$ cat src/rtl/vga_scan_pkg.sv
`default_nettype none
// ----------------------------------------------------------------------------
// vga_scan_pkg : default 800x480 timing, sync windows and prefetch FSM states
// Revision 1.0
// ----------------------------------------------------------------------------
package vga_scan_pkg;

  localparam int c_h_active = 800;
  localparam int c_h_fp     = 40;
  localparam int c_h_sync   = 48;
  localparam int c_h_bp     = 88;
  localparam int c_v_active = 480;
  localparam int c_v_fp     = 13;
  localparam int c_v_sync   = 3;
  localparam int c_v_bp     = 29;
  localparam bit c_sync_pol = 1'b0;
  localparam int c_cw       = 11;

  localparam int c_h_total  = c_h_active + c_h_fp + c_h_sync + c_h_bp;
  localparam int c_v_total  = c_v_active + c_v_fp + c_v_sync + c_v_bp;

  localparam int c_hs_start = c_h_active + c_h_fp;
  localparam int c_hs_end   = c_hs_start + c_h_sync;
  localparam int c_vs_start = c_v_active + c_v_fp;
  localparam int c_vs_end   = c_vs_start + c_v_sync;

  typedef enum logic [0:0] {
    ST_IDLE = 1'b0,
    ST_REQ  = 1'b1
  } pf_state_e;

endpackage
`default_nettype wire

$ cat src/rtl/vga_pix_ce.sv
`default_nettype none
// ----------------------------------------------------------------------------
// vga_pix_ce : divide-by-2 pixel enable, phase reset while disabled
// Revision 1.0
// ----------------------------------------------------------------------------
module vga_pix_ce (
  input  logic i_clk,
  input  logic i_rst_n,
  input  logic i_en,
  output logic o_ce
);

  logic r_ce;

  always_ff @(posedge i_clk or negedge i_rst_n) begin
    if (!i_rst_n) begin
      r_ce <= 1'b0;
    end else if (!i_en) begin
      r_ce <= 1'b0;
    end else begin
      r_ce <= ~r_ce;
    end
  end

  assign o_ce = r_ce;

endmodule
`default_nettype wire

$ cat src/rtl/vga_scan_ctrl.sv
`default_nettype none
// ----------------------------------------------------------------------------
// vga_scan_ctrl : VGA scan counters, sync/DE decode and line-prefetch sequencer
// Revision 1.0
// ----------------------------------------------------------------------------
module vga_scan_ctrl
  import vga_scan_pkg::*;
#(
  parameter int H_ACTIVE = c_h_active,
  parameter int H_FP     = c_h_fp,
  parameter int H_SYNC   = c_h_sync,
  parameter int H_BP     = c_h_bp,
  parameter int V_ACTIVE = c_v_active,
  parameter int V_FP     = c_v_fp,
  parameter int V_SYNC   = c_v_sync,
  parameter int V_BP     = c_v_bp,
  parameter bit SYNC_POL = c_sync_pol,
  parameter int CW       = c_cw
) (
  input  logic          CLOCK_50,
  input  logic          reset_n,
  input  logic          en,
  input  logic          line_ack,
  input  logic          clr_underrun,
  output logic          pix_ce,
  output logic          hsync,
  output logic          vsync,
  output logic          de,
  output logic [CW-1:0] x,
  output logic [CW-1:0] y,
  output logic          frame_start,
  output logic          line_req,
  output logic [CW-1:0] line_addr,
  output logic          underrun
);

  localparam int c_ht = H_ACTIVE + H_FP + H_SYNC + H_BP;
  localparam int c_vt = V_ACTIVE + V_FP + V_SYNC + V_BP;

  localparam logic [CW-1:0] c_h_last = CW'(c_ht - 1);
  localparam logic [CW-1:0] c_v_last = CW'(c_vt - 1);
  localparam logic [CW-1:0] c_h_act  = CW'(H_ACTIVE);
  localparam logic [CW-1:0] c_v_act  = CW'(V_ACTIVE);
  localparam logic [CW-1:0] c_hs_lo  = CW'(H_ACTIVE + H_FP);
  localparam logic [CW-1:0] c_hs_hi  = CW'(H_ACTIVE + H_FP + H_SYNC);
  localparam logic [CW-1:0] c_vs_lo  = CW'(V_ACTIVE + V_FP);
  localparam logic [CW-1:0] c_vs_hi  = CW'(V_ACTIVE + V_FP + V_SYNC);

  logic          w_ce;
  logic [CW-1:0] r_h, r_v;
  logic [CW-1:0] w_h_inc, w_v_inc, w_nh, w_nv;
  logic          w_de_n, w_req_trig, w_line_go, w_under_set, w_line_req;
  logic          r_de, r_hs, r_vs, r_fs, r_under;
  logic [CW-1:0] r_x, r_y, r_addr;
  pf_state_e     r_state, w_state_nxt;

  vga_pix_ce u_pix_ce (
    .i_clk   (CLOCK_50),
    .i_rst_n (reset_n),
    .i_en    (en),
    .o_ce    (w_ce)
  );

  // Next counter values; every registered output is decoded from these.
  always_comb begin
    w_h_inc = (r_h == c_h_last) ? '0 : r_h + 1'b1;
    w_v_inc = (r_v == c_v_last) ? '0 : r_v + 1'b1;
    w_nh    = r_h;
    w_nv    = r_v;
    if (!en) begin
      w_nh = '0;
      w_nv = '0;
    end else if (w_ce) begin
      w_nh = w_h_inc;
      if (r_h == c_h_last) begin
        w_nv = w_v_inc;
      end
    end
  end

  // w_v_inc is the line after the current one, since v is unchanged when h reaches H_ACTIVE.
  assign w_de_n      = en && (w_nh < c_h_act) && (w_nv < c_v_act);
  assign w_req_trig  = en && w_ce && (w_nh == c_h_act) && (w_v_inc < c_v_act);
  assign w_line_go   = en && w_ce && (w_nh == '0) && (w_nv < c_v_act);
  assign w_under_set = (r_state == ST_REQ) && (w_line_go || w_req_trig);

  always_ff @(posedge CLOCK_50 or negedge reset_n) begin
    if (!reset_n) begin
      r_state <= ST_IDLE;
    end else begin
      r_state <= w_state_nxt;
    end
  end

  always_comb begin
    w_state_nxt = r_state;
    case (r_state)
      ST_IDLE: if (w_req_trig) w_state_nxt = ST_REQ;
      ST_REQ:  if (!w_req_trig && line_ack) w_state_nxt = ST_IDLE;
      default: w_state_nxt = ST_IDLE;
    endcase
    if (!en) begin
      w_state_nxt = ST_IDLE;
    end
  end

  always_comb begin
    w_line_req = (r_state == ST_REQ);
  end

  always_ff @(posedge CLOCK_50 or negedge reset_n) begin
    if (!reset_n) begin
      r_h     <= '0;
      r_v     <= '0;
      r_de    <= 1'b0;
      r_x     <= '0;
      r_y     <= '0;
      r_hs    <= ~SYNC_POL;
      r_vs    <= ~SYNC_POL;
      r_fs    <= 1'b0;
      r_addr  <= '0;
      r_under <= 1'b0;
    end else begin
      r_h  <= w_nh;
      r_v  <= w_nv;
      r_de <= w_de_n;
      r_x  <= w_de_n ? w_nh : '0;
      r_y  <= w_de_n ? w_nv : '0;
      r_hs <= (en && (w_nh >= c_hs_lo) && (w_nh < c_hs_hi)) ? SYNC_POL : ~SYNC_POL;
      r_vs <= (en && (w_nv >= c_vs_lo) && (w_nv < c_vs_hi)) ? SYNC_POL : ~SYNC_POL;
      r_fs <= en && (w_nh == '0) && (w_nv == '0);
      if (!en) begin
        r_addr <= '0;
      end else if (w_req_trig) begin
        r_addr <= w_v_inc;
      end
      if (w_under_set) begin
        r_under <= 1'b1;
      end else if (clr_underrun) begin
        r_under <= 1'b0;
      end
    end
  end

  assign pix_ce      = w_ce;
  assign hsync       = r_hs;
  assign vsync       = r_vs;
  assign de          = r_de;
  assign x           = r_x;
  assign y           = r_y;
  assign frame_start = r_fs;
  assign line_req    = w_line_req;
  assign line_addr   = r_addr;
  assign underrun    = r_under;

endmodule
`default_nettype wire

$ cat config.mk
export PLATFORM = sky130hd
export DESIGN_NAME = vga_scan_ctrl
export DESIGN_NICKNAME = d
export VERILOG_FILES = /design/src/rtl/vga_scan_pkg.sv /design/src/rtl/vga_pix_ce.sv /design/src/rtl/vga_scan_ctrl.sv
export SDC_FILE = /design/constraint.sdc
export NUM_CORES = 1
export LEC_CHECK = 0
export ABC_AREA = 0
export ABC_CLOCK_PERIOD_IN_PS = 6650
export BUFFER_PORTS_ARGS = -buffer_cell sky130_fd_sc_hd__buf_2
export CELL_PAD_IN_SITES_DETAIL_PLACEMENT = 0
export CELL_PAD_IN_SITES_GLOBAL_PLACEMENT = 1
export CORE_AREA = 2 2 99 77
export DETAILED_ROUTE_END_ITERATION = 8
export DIE_AREA = 0 0 101 79
export GPL_ROUTABILITY_DRIVEN = 0
export GPL_TIMING_DRIVEN = 0
export PLACE_DENSITY_LB_ADDON = 0.1
export SKIP_LAST_GASP = 1
export SYNTH_ARGS = -nofsm -noshare
export SYNTH_HDL_FRONTEND = slang
export SYNTH_SLANG_ARGS = --single-unit
export TNS_END_PERCENT = 1
$ cat constraint.sdc
create_clock -name CLOCK_50 -period 6.65 [get_ports CLOCK_50]
set_clock_uncertainty 0.15 [all_clocks]
set_input_delay 1.33 -clock CLOCK_50 [delete_from_list [all_inputs] [get_ports CLOCK_50]]
set_output_delay 1.33 -clock CLOCK_50 [all_outputs]
set_load 0.02 [all_outputs]
==> impl_results.md, run 1 <==
- Root buffer cell: clkbuf_8
- Cell area after synthesis: 3290 um2
- Final period util: 56.6%
- Peak VDD IR: 120 uV
- Post-DP HPWL: 6.21 mm
- Fmax: around 0.27 GHz
- DR pass1 iterations: 5
- Main combinational cell family by area after synthesis: simple AND/OR/NAND/NOR gates
- Hold Fails Final Rpt: 0
- Mapped Cells: 321
- DRC viols: 0
- Num CTS Buffers: 9
- Worst Path Max Fanout: 10
- Worst Hold Depth: 1
- Pwr dens: 212 nW/um2
- # diodes: 0
- Register area share after synthesis: 47.2%
- Reg clk slew, reported paths: 0.08 ns
- Final setup fails: 0
- Largest net degree at the start of global routing: 63
- Setup crit end kind: register
- Register bit total from synthesis: 62
- CTS tree: yes
- # rows: 27
- Initial antenna violation count: 0
- Vias in the first global route: approximately 2,500
- Fin nets: 385
- Most frequent cells in the layout: dfrtp_1, buf_2, nor2_1, a21oi_1, inv_1
- Register-to-Register Path Depth: 8
- Startpoint types: register
- Slew Limit Fails: 0
- Post-Synth Adder-Cell Area: 1.14%
- RSZ-0062 raised after global routing: false
- Max Cap Viol: 0
- Grt total ovfl: 0
- Syn avg cell area: slightly above 10 um2
- TNS Setup: 0 ns
- Vias: 2,722
- Die width: 101 um
- Worst min-delay path class: register to register
- Seq. cell area: approximately 1600 um2
- Routed Antenna Nets: 0
- Async SR Flop Fraction: 100%
- Synth warnings: 0
- IO Pins: 45
- Port Buffers: 43
- Die footprint: approximately 8000 um2
- Most common cell after layout, fill and taps aside: dfrtp_1
- Vias/cell: 5.80
- Routed length per instance: 18.0 um
- Initial Util: 46.4%
- Post-Route WL: 8.43 mm
- Critical Path RT: 6.71 ns
- CP Data Arrival Time: 3.82 ns
- Area grow syn2layout: 17.2%
- Tmin final: 3.76 ns
- Synth Flop Type: dfrtp_1
- First-pass GRT wire length: between 10 and 15 mm
- Multi-input logic area: about 1600 um2
- Status: complete, no violations
- Filler Cells Inserted: around 670
- Cts hold-fix bufs: 0
- Core footprint: ~7100 um2
- 1st-iter DRT viols: 204
- H-tree depth: 3
- Worst-margin pin slew: 0.885 ns
- Post-Synth XOR/XNOR Area: 3.99%
- Setup Buffers After CTS: 0
- GRT Total Usage: 23.1%
- Die height: roughly 79 um
- TritonCTS Sinks: 62
- Mux cell area share after synthesis: less than 1%
- Static Leak: 1.75 nW
- Unique cell type count in the Yosys netlist: slightly above 60
- Post-layout worst setup margin: 2.89 ns
- Post-synth EDFFs: 0
- Synth Area in Compound Gates: about an eighth
- Synth Area in Simple Gates: 29.1%
- Post-cts gate resize count: 0
- Clock latency on the worst-skew pair: about 0.35 ns
- Pre-CTS setup slack: around 2.7 ns
- Share of layout cells above drive strength 1: 27.2%
- Clock Path Buffers: 2
- Setup Crit Path Kind: register to register
- Utilization after layout: ~54%
- Worst Hold Slack: 0.365 ns
- Worst slew margin: approximately 40%
worst paths after layout:
| check | start | endpoint | slack (ns) |
|---|---|---|---|
| max in group asynchronous | reset_n | underrun$_DFFE_PN0P_ | 4.91 |
| max | r_h[0]$_DFF_PN0_ | frame_start$_DFF_PN0_ | 2.89 |
| min in group asynchronous | reset_n | y[9]$_DFF_PN0_ | 0.91 |
| min | line_addr[10]$_DFFE_PN0P_ | line_addr[10]$_DFFE_PN0P_ | 0.37 |
| max reg2reg | r_h[0]$_DFF_PN0_ | frame_start$_DFF_PN0_ | 2.89 |
| min reg2reg | line_addr[10]$_DFFE_PN0P_ | line_addr[10]$_DFFE_PN0P_ | 0.37 |
flip-flops by register name, summed over array words and instances, names as in the netlist:
name / flops
line_addr: 11
r_h: 11
r_v: 11
x: 11
y: 11
de: 1
frame_start: 1
hsync: 1
line_req: 1
u_pix_ce.o_ce: 1
underrun: 1
vsync: 1
cells in the mapped netlist, types with 9 or more instances:
| cell | instances | area share (%) |
|---|---|---|
| dfrtp_1 | 60 | 46 |
| a31oi_1 | 9 | 1.7 |
| nor2_1 | 22 | 2.5 |
| nand2_1 | 12 | 1.4 |
| nor4_2 | 10 | 3.8 |
| inv_1 | 16 | 1.8 |
| a21oi_1 | 22 | 3.3 |
| nand3_1 | 10 | 1.5 |
| or4_1 | 9 | 2.1 |
| nand4_1 | 12 | 2.3 |
| o31ai_1 | 10 | 2.3 |
| nor3_1 | 13 | 2.0 |
cell families (layout without fill, tap and decap cells):
logic type	after synthesis	in the layout
simple gates	137	137
compound gates	65	65
flops	62	62
buf+inv	37	96
xor+xnor	15	15
fa+ha+maj	3	3
other cells	1	3
mux	1	1
final cells by class:
class                           instances  area share (%)
Buffer                                 20            2.79
Clock buffer                           10            3.57
Clock inverter                          6            2.43
Inverter                               17            1.66
Multi-Input combinational cell        224            40.8
Sequential cell                        62            40.3
Tap cell                               87            2.82
Timing Repair Buffer                   43            5.65
per-stage QoR:
| step | area (um2) | total power [mW] | std cells |
|---|---|---|---|
| 3_5_place_dp | 3620 | 0.441 | 453 |
| 6_report | 3850 | 0.816 | 469 |
| 2_1_floorplan | 3300 | 0.420 | 323 |
| 3_3_place_gp | 3620 | 0.441 | 453 |
| 5_1_grt | 3850 | 0.847 | 469 |
| 4_1_cts | 3850 | 0.826 | 469 |
routing by layer:
metal,global-route usage (%),part of all wire [%]
met1,36.6,52
met5,0,0
met4,7.84,2.1
met2,30.7,40
met3,4.93,6.4
worst max-delay path, cell delays in order (launching register included):
cell and delay (ns):
dfrtp_1 0.47, ha_1 0.30, nand4b_1 0.15, nor3_1 0.71, a21oi_1 0.33, a211oi_1 0.47, clkbuf_1 0.42, nand4_1 0.25
nor4_1 0.38
where the power goes:
part           switching [mW]  total, mW  internal (mW)
clock                   0.158      0.382          0.224
sequential            0.00407      0.385          0.381
combinational          0.0358     0.0486         0.0128
total                   0.198      0.816          0.618
Note: power is estimated with default switching activity, not from simulation.
==> run 2, diff against run 1 <==
--- a/config.mk
+++ b/config.mk
@@ -5,14 +5,14 @@
 export SDC_FILE = /design/constraint.sdc
 export NUM_CORES = 1
 export LEC_CHECK = 0
-export ABC_AREA = 0
-export ABC_CLOCK_PERIOD_IN_PS = 6650
+export ABC_AREA = 1
+export ABC_CLOCK_PERIOD_IN_PS = 3800
 export BUFFER_PORTS_ARGS = -buffer_cell sky130_fd_sc_hd__buf_2
 export CELL_PAD_IN_SITES_DETAIL_PLACEMENT = 0
 export CELL_PAD_IN_SITES_GLOBAL_PLACEMENT = 1
-export CORE_AREA = 2 2 99 77
+export CORE_AREA = 2 2 104 81
 export DETAILED_ROUTE_END_ITERATION = 8
-export DIE_AREA = 0 0 101 79
+export DIE_AREA = 0 0 106 83
 export GPL_ROUTABILITY_DRIVEN = 0
 export GPL_TIMING_DRIVEN = 0
 export PLACE_DENSITY_LB_ADDON = 0.1
==> constraint.sdc (replaced) <==
create_clock -name CLOCK_50 -period 3.8 [get_ports CLOCK_50]
set_clock_uncertainty 0.15 [all_clocks]
set_input_delay 0.76 -clock CLOCK_50 [delete_from_list [all_inputs] [get_ports CLOCK_50]]
set_output_delay 0.76 -clock CLOCK_50 [all_outputs]
set_load 0.02 [all_outputs]
==> run 2 against run 1 <==
  * Largest cell class is now sequential cells
  * Largest power group unchanged
  * Utilization is 6.0 points lower
  * Clock power increased by 61%
  * Critical path depth is 5 higher
  * Synthesized cell count grew 21%
  * Flip-flop and latch count unchanged
==> impl_results.md, run 2 <==
- Final setup fails: 0
- Most common cell after layout, fill and taps aside: nand2_1
- Num CTS Buffers: 9
- Reg clk slew, reported paths: 0.08 ns
- Final period util: 66.1%
- Filler Cells Inserted: 793
- DR WL met2: ~3.2 mm
- Sw Share: between 20% and 30%
- Seq. cell area: 1550 um2
- DRC viols: 0
- Vias: roughly 2,600
- # diodes: 0
- Vias in the first global route: 2,494
- Startpoint types: register
- Post-synth EDFFs: 0
- Fmax: ~0.40 GHz
- 1st-iter DRT viols: between 100 and 150
- Total power draw: 1.36 mW
- Async SR Flop Fraction: between 90% and 100%
- Status: complete, no violations
- WP depth: 13
- Worst-margin pin slew: ~0.78 ns
- Syn avg cell area: 8.20 um2
- Initial Util: 41.0%
- Sequential power share: 49.4%
- Setup Crit Path Kind: register to register
- Multi-input logic area: 1360 um2
- Clock Path Buffers: 2
- H-tree depth: 3
- Critical Path RT: 3.85 ns
- Final Cell Area: roughly 3700 um2
- Synth warnings: 0
- Worst Hold Depth: 2
- GRT Total Usage: 19.5%
- CP Buf/Inv Count: 2
- Commonest cells in the netlist: nand2_1, dfrtp_1, inv_1
- Slowest cell on crit path: dfrtp_1
- Clock share of power: 45.3%
- Highest metal used: met4
- TNS Setup: 0 ns
- Delay-heaviest family, CP: simple AND/OR/NAND/NOR gates
- IO Pins: 45
- Setup Buffers After CTS: 0
- Post-cts gate resize count: 0
- Port Buffers: 44
- RSZ-0062 raised after global routing: false
- Worst Path Max Fanout: 10
- Post-DP HPWL: roughly 5.7 mm
- Hold Fails Final Rpt: 0
- Mapped Cells: between 300 and 400
- DR pass1 iterations: 4
- Met3 wire len: approximately 360 um
- Switching Power: 0.319 mW
- Unique cell type count in the Yosys netlist: 35
- Worst slew margin: 47.9%
- TritonCTS Sinks: between 60 and 70
- Most frequent cells in the layout: nand2_1, dfrtp_1, inv_1
- Pwr dens: 363 nW/um2
- Die width: 106 um
- Vias/cell: 4.67
- Cell taking the most area after synthesis: dfrtp_1
- CP Data Arrival Time: 2.56 ns
- First-pass GRT wire length: 13.3 mm
- Grt total ovfl: 0
- Peak VDD IR: ~280 uV
- Clock latency on the worst-skew pair: 0.34 ns
- Core footprint: 7740 um2
- Die footprint: 8800 um2
- P_int: 1.04 mW
- Area grow syn2layout: 18.1%
- CP max stage delay: 0.40 ns
- Area of placed instances: 3530 um2
- Met1 WL: 4.35 mm
- Static Leak: between 2 and 2.5 nW
- Cell area after synthesis: about 3200 um2
- Worst min-delay path class: register to register
- Largest net degree at the start of global routing: 63
- Max Cap Viol: 0
- Top cells by area, synth: dfrtp_1, nand2_1, inv_1
- Tmin final: 2.51 ns
- Worst-path cell chain: ha_1 > inv_1 > nor2_1 > nand2_1 > nand2_1 > nand3_1 > nand2_1 > nand2_1 > nor2_1 > a21oi_2 > nand2_1 > buf_2 > nor2_1
- Register-to-Register Path Depth: 13
- Initial antenna violation count: 0
- Combinational Power Share: under 10%
- Setup crit end kind: register
- Die height: between 80 and 90 um
- Routed length per instance: roughly 14 um
- Fin nets: 452
- CTS tree: yes
- Cts hold-fix bufs: 0
- Routed Antenna Nets: 0
- Share of layout cells above drive strength 1: 25.2%
- Share of the synthesized area in the top cell type: 47.3%
- Post-Route WL: 7.89 mm
- Top cell by count, worst path: nand2_1
- R2R Setup Slk: around 1.3 ns
- Root buffer cell: clkbuf_8
- Register bit total from synthesis: 62
- Synth Flop Type: dfrtp_1
- Register area share after synthesis: 49.0%
- Count leader, synth: nand2_1
- # rows: 28
- Slew Limit Fails: 0
run 2: cell types whose count changed after synthesis, moves of 7 or more:
cell     delta
a21oi_1    -20
a31oi_1     -9
inv_1      +38
nand2_1    +90
nand3_1    +27
nor2_1     +22
nor2_2     +12
nor3_1      -9
nor4_2     -10
o31ai_1    -10
or4_1       -9
xnor2_1     -7
run 2: area by class of cell:
| type | count | area share [%] |
|---|---|---|
| buffer | 8 | 1.57 |
| clock buffer | 13 | 4.51 |
| clock inverter | 3 | 1.14 |
| inverter | 55 | 5.51 |
| multi-input combinational | 264 | 36.3 |
| sequential | 62 | 41.5 |
| tap | 105 | 3.51 |
| timing repair buffer | 44 | 5.95 |
run 2: cell families after synthesis:
kind of cell / count (synthesis) / share of synthesized area (%)
AOI/OAI and AO/OA: 13 / 2.88
xor gates and xnor gates: 3 / 0.828
adders and majority gates: 3 / 1.18
buffers and inverters: 63 / 8.36
DFF: 62 / 49.0
other: 1 / 0.118
and+or+nand+nor: 242 / 37.7
run 2: path summary, 6_finish.rpt:
kind,to,startpoint
min,line_addr[5]$_DFFE_PN0P_,line_addr[5]$_DFFE_PN0P_
min reg2reg,line_addr[5]$_DFFE_PN0P_,line_addr[5]$_DFFE_PN0P_
max reg2reg,de$_DFF_PN0_,r_v[0]$_DFF_PN0_
max,de$_DFF_PN0_,r_v[0]$_DFF_PN0_
max in group asynchronous,y[4]$_DFF_PN0_,reset_n
min in group asynchronous,x[4]$_DFF_PN0_,reset_n
run 2: worst register-to-register path, cell delays in order, from the launching register on:
cell and delay (ns):
dfrtp_1 0.40, ha_1 0.30, inv_1 0.09, nor2_1 0.22
nand2_1 0.09, nand2_1 0.08, nand3_1 0.11, nand2_1 0.10
nand2_1 0.16, nor2_1 0.18, a21oi_2 0.08, nand2_1 0.10
buf_2 0.25, nor2_1 0.06
run 2: metrics by stage:
stage / utilization, % / hold WS [ns] / instances / setup WS (ns)
floorplan: - / 0.314 / 389 / 1.57
global placement: 45.6 / 0.301 / 538 / 0.959
detailed placement: 45.7 / 0.304 / 538 / 0.937
CTS: 48.4 / 0.320 / 554 / 1.30
global route: 48.4 / 0.345 / 554 / 1.05
finish: 48.4 / 0.313 / 554 / 1.29
run 2: metal layers:
metal,vias to the layer above,GRT usage [%]
li1,1322,-
met1,1205,31.0
met2,60,25.7
met3,2,5.34
met4,0,4.67
met5,-,0
run 2: power groups by stage:
stage	sequential [mW]	combinational (mW)	clock, mW
after floorplan	0.692	0.0322	0
after global placement	0.685	0.0726	0
after detailed placement	0.685	0.0732	0
after CTS	0.672	0.0735	0.637
after global routing	0.673	0.0812	0.672
final	0.673	0.0718	0.616
==> run 3, diff against run 2 <==
--- a/config.mk
+++ b/config.mk
@@ -6,13 +6,13 @@
 export NUM_CORES = 1
 export LEC_CHECK = 0
 export ABC_AREA = 1
-export ABC_CLOCK_PERIOD_IN_PS = 3800
+export ABC_CLOCK_PERIOD_IN_PS = 2100
 export BUFFER_PORTS_ARGS = -buffer_cell sky130_fd_sc_hd__buf_2
 export CELL_PAD_IN_SITES_DETAIL_PLACEMENT = 0
 export CELL_PAD_IN_SITES_GLOBAL_PLACEMENT = 1
-export CORE_AREA = 2 2 104 81
+export CORE_AREA = 2 2 109 85
 export DETAILED_ROUTE_END_ITERATION = 8
-export DIE_AREA = 0 0 106 83
+export DIE_AREA = 0 0 111 87
 export GPL_ROUTABILITY_DRIVEN = 0
 export GPL_TIMING_DRIVEN = 0
 export PLACE_DENSITY_LB_ADDON = 0.1
==> constraint.sdc (replaced) <==
create_clock -name CLOCK_50 -period 2.1 [get_ports CLOCK_50]
set_clock_uncertainty 0.15 [all_clocks]
set_input_delay 0.42 -clock CLOCK_50 [delete_from_list [all_inputs] [get_ports CLOCK_50]]
set_output_delay 0.42 -clock CLOCK_50 [all_outputs]
set_load 0.02 [all_outputs]
==> run 3 against run 2 <==
  * The flow now finishes with violations (negative setup slack)
  * Cell count grew 2.9%
  * Critical path type unchanged
  * Worst setup slack lost 1.5 ns
  * Final area is 8.5% higher
  * Die area up 9.8%
==> impl_results.md, run 3 (synthesis gave the netlist of run 2 again) <==
- Total power draw: approximately 2.8 mW
- Routed Antenna Nets: 0
- Switching Power: 0.648 mW
- Die height: 87 um
- CP Buf/Inv Count: 1
- Initial antenna violation count: 0
- Filler Cells Inserted: 884
- Final Cell Area: 4060 um2
- Clock share of power: ~51%
- Vias in the first global route: 2,571
- Routed length per instance: about 15 um
- Pwr dens: between 600 and 700 nW/um2
- RR Startpoint: r_h[0]$_DFF_PN0_
- 1st-iter DRT viols: about 140
- Sw Share: 23.0%
- Delay-heaviest family, CP: simple AND/OR/NAND/NOR gates
- Worst slew margin: 45.6%
- Setup crit end kind: register
- Fin nets: 461
- Pre-CTS setup slack: -0.435 ns
- Post-DP HPWL: between 5 and 6 mm
- Worst Setup EP: line_addr[3]$_DFFE_PN0P_
- IO Pins: 45
- Clock Path Buffers: 2
- Register-to-Register Path Depth: 13
- Most frequent cells in the layout: nand2_1, dfrtp_1, inv_1
- Num CTS Buffers: 9
- Worst Path Max Fanout: 10
- Grt total ovfl: 0
- WP depth: 13
- # diodes: 0
- Slew Limit Fails: 0
- Final period util: 110%
- Inst Count DP: 545
- Area grow syn2layout: 28.0%
- Share of layout cells above drive strength 1: 31.0%
- Setup Crit Path Kind: register to register
- Largest net degree at the start of global routing: 63
- Root buffer cell: clkbuf_16
- Die width: between 100 and 150 um
- Most common cell after layout, fill and taps aside: nand2_1
- CTS tree: yes
- Reg clk slew, reported paths: 0.05 ns
- Failing checks: negative setup slack
- Top cell by count, worst path: nand2_2
- Combinational Power Share: 5.4%
- P_int: 2.17 mW
- Slowest cell on crit path: dfrtp_1
- Worst-margin pin slew: 0.817 ns
- Vias: 2,656
- CP Data Arrival Time: approximately 2.4 ns
- Worst-path cell chain: ha_2 > nand2_2 > nor2_4 > nand4_4 > buf_6 > nand3_2 > nand2_2 > nor2_4 > nand3b_1 > nor2_2 > nand2_2 > or2_0 > nand2_1
- RSZ-0062 raised after global routing: true
- Fmax: ~0.43 GHz
- Post-layout worst setup margin: -0.203 ns
- First-pass GRT wire length: 13.7 mm
- Vias/cell: 4.66
- Static Leak: ~2.3 nW
- Crit. Startpoint: r_h[0]$_DFF_PN0_
- # rows: 30
- CP max stage delay: 0.37 ns
- Peak VDD IR: 448 uV
- Die footprint: 9660 um2
- Post-Route WL: ~8.4 mm
- Status: finished with violations
- Startpoint types: register
- Initial Util: 36.6%
- Clock latency on the worst-skew pair: 0.33 ns
- H-tree depth: 3
- R2R Setup Slk: -0.20 ns
- Max Cap Viol: 0
- TritonCTS Sinks: 62
- DR pass1 iterations: 4
- Sequential power share: around 43%
- Critical Path RT: 2.22 ns
- Tmin final: 2.30 ns
- Hold Fails Final Rpt: 0
- Final Non-Filler Cells: 570
- GRT Total Usage: 18.7%
- Worst min-delay path class: input pin to asynchronous set/reset pin
- DRC viols: 0
- Area of placed instances: 3540 um2
- Worst r2r dst: line_addr[3]$_DFFE_PN0P_
- Core footprint: just under 9000 um2
- Port Buffers: 44
- Final setup fails: 35
run 3: changes by cell type in the layout (fill, tap and decap cells not counted), sizes merged:
cell / before / now
clkinv: 1 / 2
clkbuf: 14 / 11
buf: 51 / 60
clkinvlp: 1 / 3
run 3: worst min path at each step:
| stage | from | to | slack [ns] | depth (start not counted) |
|---|---|---|---|---|
| after CTS | reset_n | r_h[8]$_DFF_PN0_ | 0.07 | 1 |
| after global placement | line_addr[7]$_DFFE_PN0P_ | line_addr[7]$_DFFE_PN0P_ | 0.30 | 2 |
| after floorplan | reset_n | de$_DFF_PN0_ | -0.03 | 0 |
| after detailed placement | line_addr[7]$_DFFE_PN0P_ | line_addr[7]$_DFFE_PN0P_ | 0.30 | 2 |
| final | reset_n | r_h[8]$_DFF_PN0_ | 0.04 | 1 |
| after global routing | reset_n | r_h[3]$_DFF_PN0_ | 0.1 | 1 |
run 3: area by class of cell:
cell class	count	area [um2]	share of cell area, %
Buffer	8	73.8	1.82
Multi-Input combinational cell	264	1500	36.9
Timing Repair Buffer	53	294	7.24
Sequential cell	62	1560	38.3
Tap cell	112	140	3.45
Clock buffer	10	229	5.64
Clock inverter	6	62.6	1.54
Inverter	55	206	5.08
run 3: what timing repair did:
| item | in CTS | in global routing |
|---|---|---|
| endpoints found under the setup margin | 35 | 36 |
| cloned | 2 | 0 |
| resized for setup | 33 | 6 |
| setup buffers | 7 | 0 |
| hold buffers | 0 | 0 |
| pin swaps | 9 | 2 |
run 3: per-stage QoR:
step                hold WS (ns)  TNS (ns)  util [%]
global placement           0.299    -10.93      40.8
floorplan                -0.0256         0         -
global route              0.0999    -10.28      46.9
CTS                       0.0667     -5.85      46.6
finish                    0.0367     -5.35      46.9
detailed placement         0.304    -11.55      40.9
run 3: power by group through the flow:
stage                     logic, mW  clock network [mW]  registers [mW]
after global routing          0.171                1.54            1.22
after detailed placement      0.134                   0            1.24
final                         0.153                1.45            1.22
after CTS                     0.153                1.48            1.22
after floorplan              0.0583                   0            1.25
after global placement        0.134                   0            1.24
run 3: per-layer routing:
layer | vias to the layer above | routed length, um | global-route usage (%)
met5 | - | 0 | 0
met4 | 0 | 95 | 6.14
met3 | 9 | 488 | 5.71
met2 | 76 | 3300 | 25.3
met1 | 1236 | 4490 | 28.3
li1 | 1335 | - | -
